<file path="src/rtl/hv_stream_packer.sv">
// Serialises finished hypervectors into DW-bit AXI-Stream beats through a two-entry ping-pong buffer.
// Counts vectors per job, flags the final beat with dst_last and pulses done once the job drains.
module hv_stream_packer #(
    parameter int unsigned HV_W  = 1024,
    parameter int unsigned DW    = 64,
    parameter int unsigned CNT_W = 30
) (
    input  logic              clk,
    input  logic              rst,
    input  logic              start,
    input  logic [CNT_W-1:0]  vec_total,
    input  logic              in_valid,
    input  logic [HV_W-1:0]   in_data,
    output logic              in_ready,
    output logic [DW-1:0]     dst_data,
    output logic              dst_valid,
    input  logic              dst_ready,
    output logic              dst_last,
    output logic              busy,
    output logic              done
);

    localparam int unsigned BEATS = HV_W / DW;
    localparam int unsigned BW    = (BEATS > 1) ? $clog2(BEATS) : 1;

    typedef enum logic [1:0] {
        IDLE = 2'd0,
        RUN  = 2'd1,
        FIN  = 2'd2
    } state_t;

    state_t state;
    state_t state_nx;

    // Each entry viewed as BEATS slices so slice k is in_data[k*DW +: DW].
    logic [BEATS-1:0][DW-1:0] mem [2];

    logic             rd_ptr;
    logic             wr_ptr;
    logic [1:0]       entries;
    logic [BW-1:0]    beat_idx;
    logic [CNT_W-1:0] total_q;
    logic [CNT_W-1:0] vec_sent;
    logic [CNT_W-1:0] vec_accepted;

    logic push;
    logic pop;
    logic beat_hs;
    logic last_beat;
    logic last_vec;

    // Handshake decode
    always_comb begin
        beat_hs   = dst_valid && dst_ready;
        last_beat = (beat_idx == BW'(BEATS - 1));
        last_vec  = (vec_sent == (total_q - CNT_W'(1)));
        pop       = beat_hs && last_beat;
        push      = in_valid && in_ready;
    end

    // State register
    always_ff @(posedge clk) begin
        if (!rst) begin
            state <= IDLE;
        end else begin
            state <= state_nx;
        end
    end

    // Next-state logic
    always_comb begin
        state_nx = state;
        case (state)
            IDLE: begin
                if (start) begin
                    state_nx = (vec_total == '0) ? FIN : RUN;
                end
            end
            RUN: begin
                if (pop && last_vec) begin
                    state_nx = FIN;
                end
            end
            FIN:     state_nx = IDLE;
            default: state_nx = IDLE;
        endcase
    end

    // Output decode; all terms come from registered state, no input-to-output paths.
    always_comb begin
        in_ready  = 1'b0;
        dst_valid = 1'b0;
        dst_data  = '0;
        dst_last  = 1'b0;
        busy      = (state != IDLE);
        done      = (state == FIN);
        if (state == RUN) begin
            in_ready  = (entries < 2'd2) && (vec_accepted < total_q);
            dst_valid = (entries != 2'd0);
        end
        if (dst_valid) begin
            dst_data = mem[rd_ptr][beat_idx];
            dst_last = last_beat && last_vec;
        end
    end

    // Buffer bookkeeping and job counters
    always_ff @(posedge clk) begin
        if (!rst) begin
            rd_ptr       <= 1'b0;
            wr_ptr       <= 1'b0;
            entries      <= 2'd0;
            beat_idx     <= '0;
            total_q      <= '0;
            vec_sent     <= '0;
            vec_accepted <= '0;
        end else begin
            if ((state == IDLE) && start) begin
                total_q      <= vec_total;
                vec_sent     <= '0;
                vec_accepted <= '0;
                beat_idx     <= '0;
            end
            if (push) begin
                wr_ptr       <= ~wr_ptr;
                vec_accepted <= vec_accepted + CNT_W'(1);
            end
            if (beat_hs) begin
                beat_idx <= last_beat ? '0 : beat_idx + BW'(1);
            end
            if (pop) begin
                rd_ptr   <= ~rd_ptr;
                vec_sent <= vec_sent + CNT_W'(1);
            end
            case ({push, pop})
                2'b10:   entries <= entries + 2'd1;
                2'b01:   entries <= entries - 2'd1;
                default: entries <= entries;
            endcase
        end
    end

    // Vector storage; contents are don't-care while the entry is not counted.
    always_ff @(posedge clk) begin
        if (push) begin
            mem[wr_ptr] <= in_data;
        end
    end

endmodule

</file>
<file path="config.mk">
export PLATFORM = sky130hd
export DESIGN_NAME = hv_stream_packer
export DESIGN_NICKNAME = d
export VERILOG_FILES = /design/src/rtl/hv_stream_packer.sv
export SDC_FILE = /design/constraint.sdc
export NUM_CORES = 2
export LEC_CHECK = 0
export CORE_AREA = 10 10 433 435
export CTS_CLUSTER_DIAMETER = 50
export DETAILED_ROUTE_END_ITERATION = 6
export DIE_AREA = 0 0 443 445
export GPL_ROUTABILITY_DRIVEN = 0
export PLACE_DENSITY = 0.75
export SLEW_MARGIN = 40
export SYNTH_ARGS = -nofsm -noshare
export SYNTH_HDL_FRONTEND = slang
export SYNTH_SLANG_ARGS = --single-unit
</file>
<file path="constraint.sdc">
create_clock -name clk -period 116.5 [get_ports clk]
set_input_delay 11.65 -clock clk [delete_from_list [all_inputs] [get_ports clk]]
set_output_delay 11.65 -clock clk [all_outputs]
set_load 0.01 [all_outputs]
</file>
==> results.md <==
Synth:
- The synthesized net count is 4907.
- The flip-flop and latch count after synthesis is 2149.
- For this run, the number of Yosys warnings is 0.
- Of the post-synthesis cell area, the dominant cell type holds 0.733.
- By instance count, the leading cell after synthesis is sky130_fd_sc_hd__edfxtp_1.
- By area the synthesized netlist is led by sky130_fd_sc_hd__edfxtp_1 (73%), sky130_fd_sc_hd__mux4_2 (17%), sky130_fd_sc_hd__dfxtp_1 (2.4%).
- The most area-hungry cell type in the Yosys netlist is sky130_fd_sc_hd__edfxtp_1.
- Counting flops with a built-in enable in the synthesized netlist gives 2048.
- Each instance of the synthesized netlist takes up on average 22.0 sq um.
- The share of the Yosys chip area taken by registers is 0.757.
- The area of the mapped netlist is 0.0839 sq mm.
- Synthesis produced a netlist whose cell count is 3814.
- Counting instances in the post-synthesis netlist gives the leading cell types as sky130_fd_sc_hd__edfxtp_1 (2048), sky130_fd_sc_hd__mux4_2 (640), sky130_fd_sc_hd__clkbuf_1 (133), sky130_fd_sc_hd__nand2_1 (126), sky130_fd_sc_hd__nor2_1 (108).
- The count of cell types in the netlist is 61.
- The prevailing post-synth register cell is sky130_fd_sc_hd__edfxtp_1.
- The share of async-settable or async-resettable flops after synthesis is 0.

Floorplan:
- The full die area is 0.197 sq mm.
- The core area is 0.178 sq mm.
- The vertical die dimension is 445 microns.
- The cell row count is 155.
- 1128 I/O pins were placed.
- The effective utilization at floorplan is 0.471.
- The die is 443 microns wide.

Power:
- The static leakage is 32.9 nW.
- IR analysis of the VDD net gives a maximum drop of 14.0 uV.
- The areal power density over the cells is 15.7 mW/mm^2.

Worst setup path:
- The highest cell delay on the worst timing path is 0.69 ns.
- At the worst endpoint, the required time is 104.85 ns.
- The worst path arrival time is 5.85 ns.
- The slowest stage cell on the critical path is sky130_fd_sc_hd__clkbuf_8.
- The largest fanout of any net on the critical path is 51.
- STA classifies the critical path endpoint as an output pin.
- The register-to-register setup slack is 109.59 ns.
- The category of the worst setup path launch point is a flip-flop.
- The critical path goes through buf_12, buf_6, clkbuf_8, buf_6, mux4_2, mux4_2, mux2i_1, nor2_1, clkdlybuf4s50_1.
- The critical path is of the flip-flop to output pin type.

Clocking:
- The later-pin clock latency in the skew report is 0.89 ns.
- The clock tree from TritonCTS is built.
- After clock tree synthesis, the clock-pin slew on the worst setup and hold paths is 0.06 ns.
- Buffers added to address setup during post-CTS repair amount to 0.
- The number of hold buffers added after CTS is 0.
- The root buffer cell chosen for the clock tree is sky130_fd_sc_hd__clkbuf_16.
- The number of clock buffers added by TritonCTS is 217.
- In this run the deepest clock path goes through 3 buffers.
- Gates resized during post-CTS repair numbered 0.
- The H-tree was split into 4 levels.
- The clock drives 2149 sinks.

STA:
- For this run, the top clock speed supported by timing is 57.1 MHz.
- The worst pin sits at a relative slew slack of 0.439.
- Setup repair after global routing left no endpoint under its margin.
- Of the available clock period, the critical path in the final layout requires 0.150.
- For the final routed database, the setup TNS stands at 0 ns.
- Setup violations remaining at the end of the flow were counted as 0.
- The total count of max-transition violations in the final report is 0.
- The final critical-path required period is 17.50 ns.
- Across the routed clock network, the largest skew measured is 0.0657 ns.
- For the pin with the worst max-slew slack, the measured transition is 0.842 ns.
- The final-report hold violation count came to 0.

Global route:
- For met1 alone, demand over resource in global routing was 0.303.
- The number of antenna violations at the first check in global routing is 157.
- For this run, the total global-route usage over all layers was measured as 0.246.
- The most utilized layer in the global route result is met2.
- The met2 usage is 0.406.
- The total global routing overflow is 0.
- The number of global-route vias before repair is 46600.
- In the global route stage, met3 resource usage came out at 0.0624.
- Entering global routing, the biggest net connects 160 pins.
- The first global-routing pass estimated 347 mm of wire.

Place:
- The number of buffers added on ports is 1127.
- After legalization and detailed placement, the total HPWL measured 181 mm.
- The placed cell count is 7162.

Cells and area:
- The share of final-layout standard cells stronger than drive strength 1 is 0.202.
- The area growth from synthesis to layout is 26.0%.
- At the end of the flow, the number of nets in the layout was 6122.
- Leaving out filler cells and counting taps, the final layout contains 7671.
- The fraction of the core area covered by cells at the end of the flow is 0.593.

Routing:
- The routed layout has 45400 vias.
- The first routing iteration left 5443 violations.
- The first-pass iteration count of the detailed router is 6.
- The post-detailed-route via-to-cell ratio is 5.92.
- The post-detailed-route wirelength per cell is 32.6 microns.
- Once detail routing completed, the nets flagged for antenna violations numbered 0.
- The total wire length is 250 mm.
- The DRC violations left is 0.

Hold path:
- The worst hold path belongs to the class flip-flop to flip-flop.

Run:
- The tool flagged a number of max-cap violations equal to 0.

Status:
- The flow ran to the end, and the final reports show no timing, DRC or antenna violations.
metal layers:
metal / share of wire / wire, microns
met5: 0.0013 / 322
met4: 0.045 / 11200
met3: 0.087 / 21900
met2: 0.51 / 128000
met1: 0.36 / 88900
flip-flops by register name (all words and copies together), names as in the netlist, named ones only:
register      flops
rd_ptr            1
beat_idx          4
wr_ptr            1
vec_accepted     30
entries           2
state             2
vec_sent         30
mem            2048
total_q          30
power breakdown:
| part | internal, W | switching, W | leakage [nW] |
|---|---|---|---|
| Clock | 0.000387 | 0.000302 | 3.44 |
| Combinational | 0.0000517 | 0.0000425 | 10.0 |
| Sequential | 0.000870 | 0.00000617 | 19.4 |
| Total | 0.00131 | 0.000351 | 32.9 |
worst max-delay path: cells and delay by family (launching register included):
| kind | cells | cell delay (ns) |
|---|---|---|
| buf+inv | 5 | 2.68 |
| mux | 3 | 1.50 |
| flops | 1 | 0.57 |
| simple gates | 1 | 0.09 |
final cells by class:
type	instances	area (sq um)
Antenna cell	109	273
Clock buffer	258	5590
Clock inverter	139	1500
Fill cell	12400	72500
Inverter	39	154
Multi-Input combinational cell	1428	19600
Sequential cell	2149	63500
Tap cell	2355	2950
Timing Repair Buffer	1194	12200
cells by family (layout without fill, tap and decap cells):
kind of cell	after synthesis	in the layout	synth area share
simple gates	452	452	0.0269
buf+inv	237	1630	0.0107
compound gates	183	183	0.0151
flops	2149	2149	0.757
mux	707	707	0.180
fa+ha+maj	34	34	0.00507
xor+xnor	52	52	0.00543
other cells	0	109	0
through the flow:
step | setup slack (ns) | hold WS [ns] | area (sq um) | power, W
global route | 98.52 | 0.539 | 106000 | 0.00170
global placement | 98.81 | 0.480 | 97900 | 0.000981
floorplan | 59.26 | 0.462 | 83900 | 0.000964
CTS | 98.47 | 0.505 | 105000 | 0.00167
finish | 99.00 | 0.511 | 106000 | 0.00166
detailed placement | 99.42 | 0.495 | 98200 | 0.000985
cell usage in the layout, fill, tap and decap left out, types with 34 or more instances in the layout:
cell type and count:
sky130_fd_sc_hd__nand3_1 35, sky130_fd_sc_hd__nand2_1 126, sky130_fd_sc_hd__clkbuf_1 40, sky130_fd_sc_hd__clkbuf_16 217, sky130_fd_sc_hd__diode_2 109, sky130_fd_sc_hd__nor2_1 106
sky130_fd_sc_hd__buf_6 38, sky130_fd_sc_hd__clkinv_2 35, sky130_fd_sc_hd__ha_1 34, sky130_fd_sc_hd__clkinv_1 43, sky130_fd_sc_hd__a21boi_0 38, sky130_fd_sc_hd__edfxtp_1 2048
sky130_fd_sc_hd__inv_1 37, sky130_fd_sc_hd__o21ai_0 34, sky130_fd_sc_hd__mux2i_1 66, sky130_fd_sc_hd__mux4_2 640, sky130_fd_sc_hd__xnor2_1 36, sky130_fd_sc_hd__clkdlybuf4s50_1 1126
sky130_fd_sc_hd__dfxtp_1 97
path summary, 6_finish.rpt:
check / start / endpoint / depth (start not counted)
worst min-delay path: vec_sent[8]$_SDFFE_PN0P_ / vec_sent[8]$_SDFFE_PN0P_ / 1
worst min register to register: vec_sent[8]$_SDFFE_PN0P_ / vec_sent[8]$_SDFFE_PN0P_ / 1
worst max-delay path: flip-flop / dst_data[12] / 9
worst max register to register: total_q[27]$_SDFFE_PN0P_ / mem[1][765]$_DFFE_PP_ / 15
(Power assumes the default switching activity.)
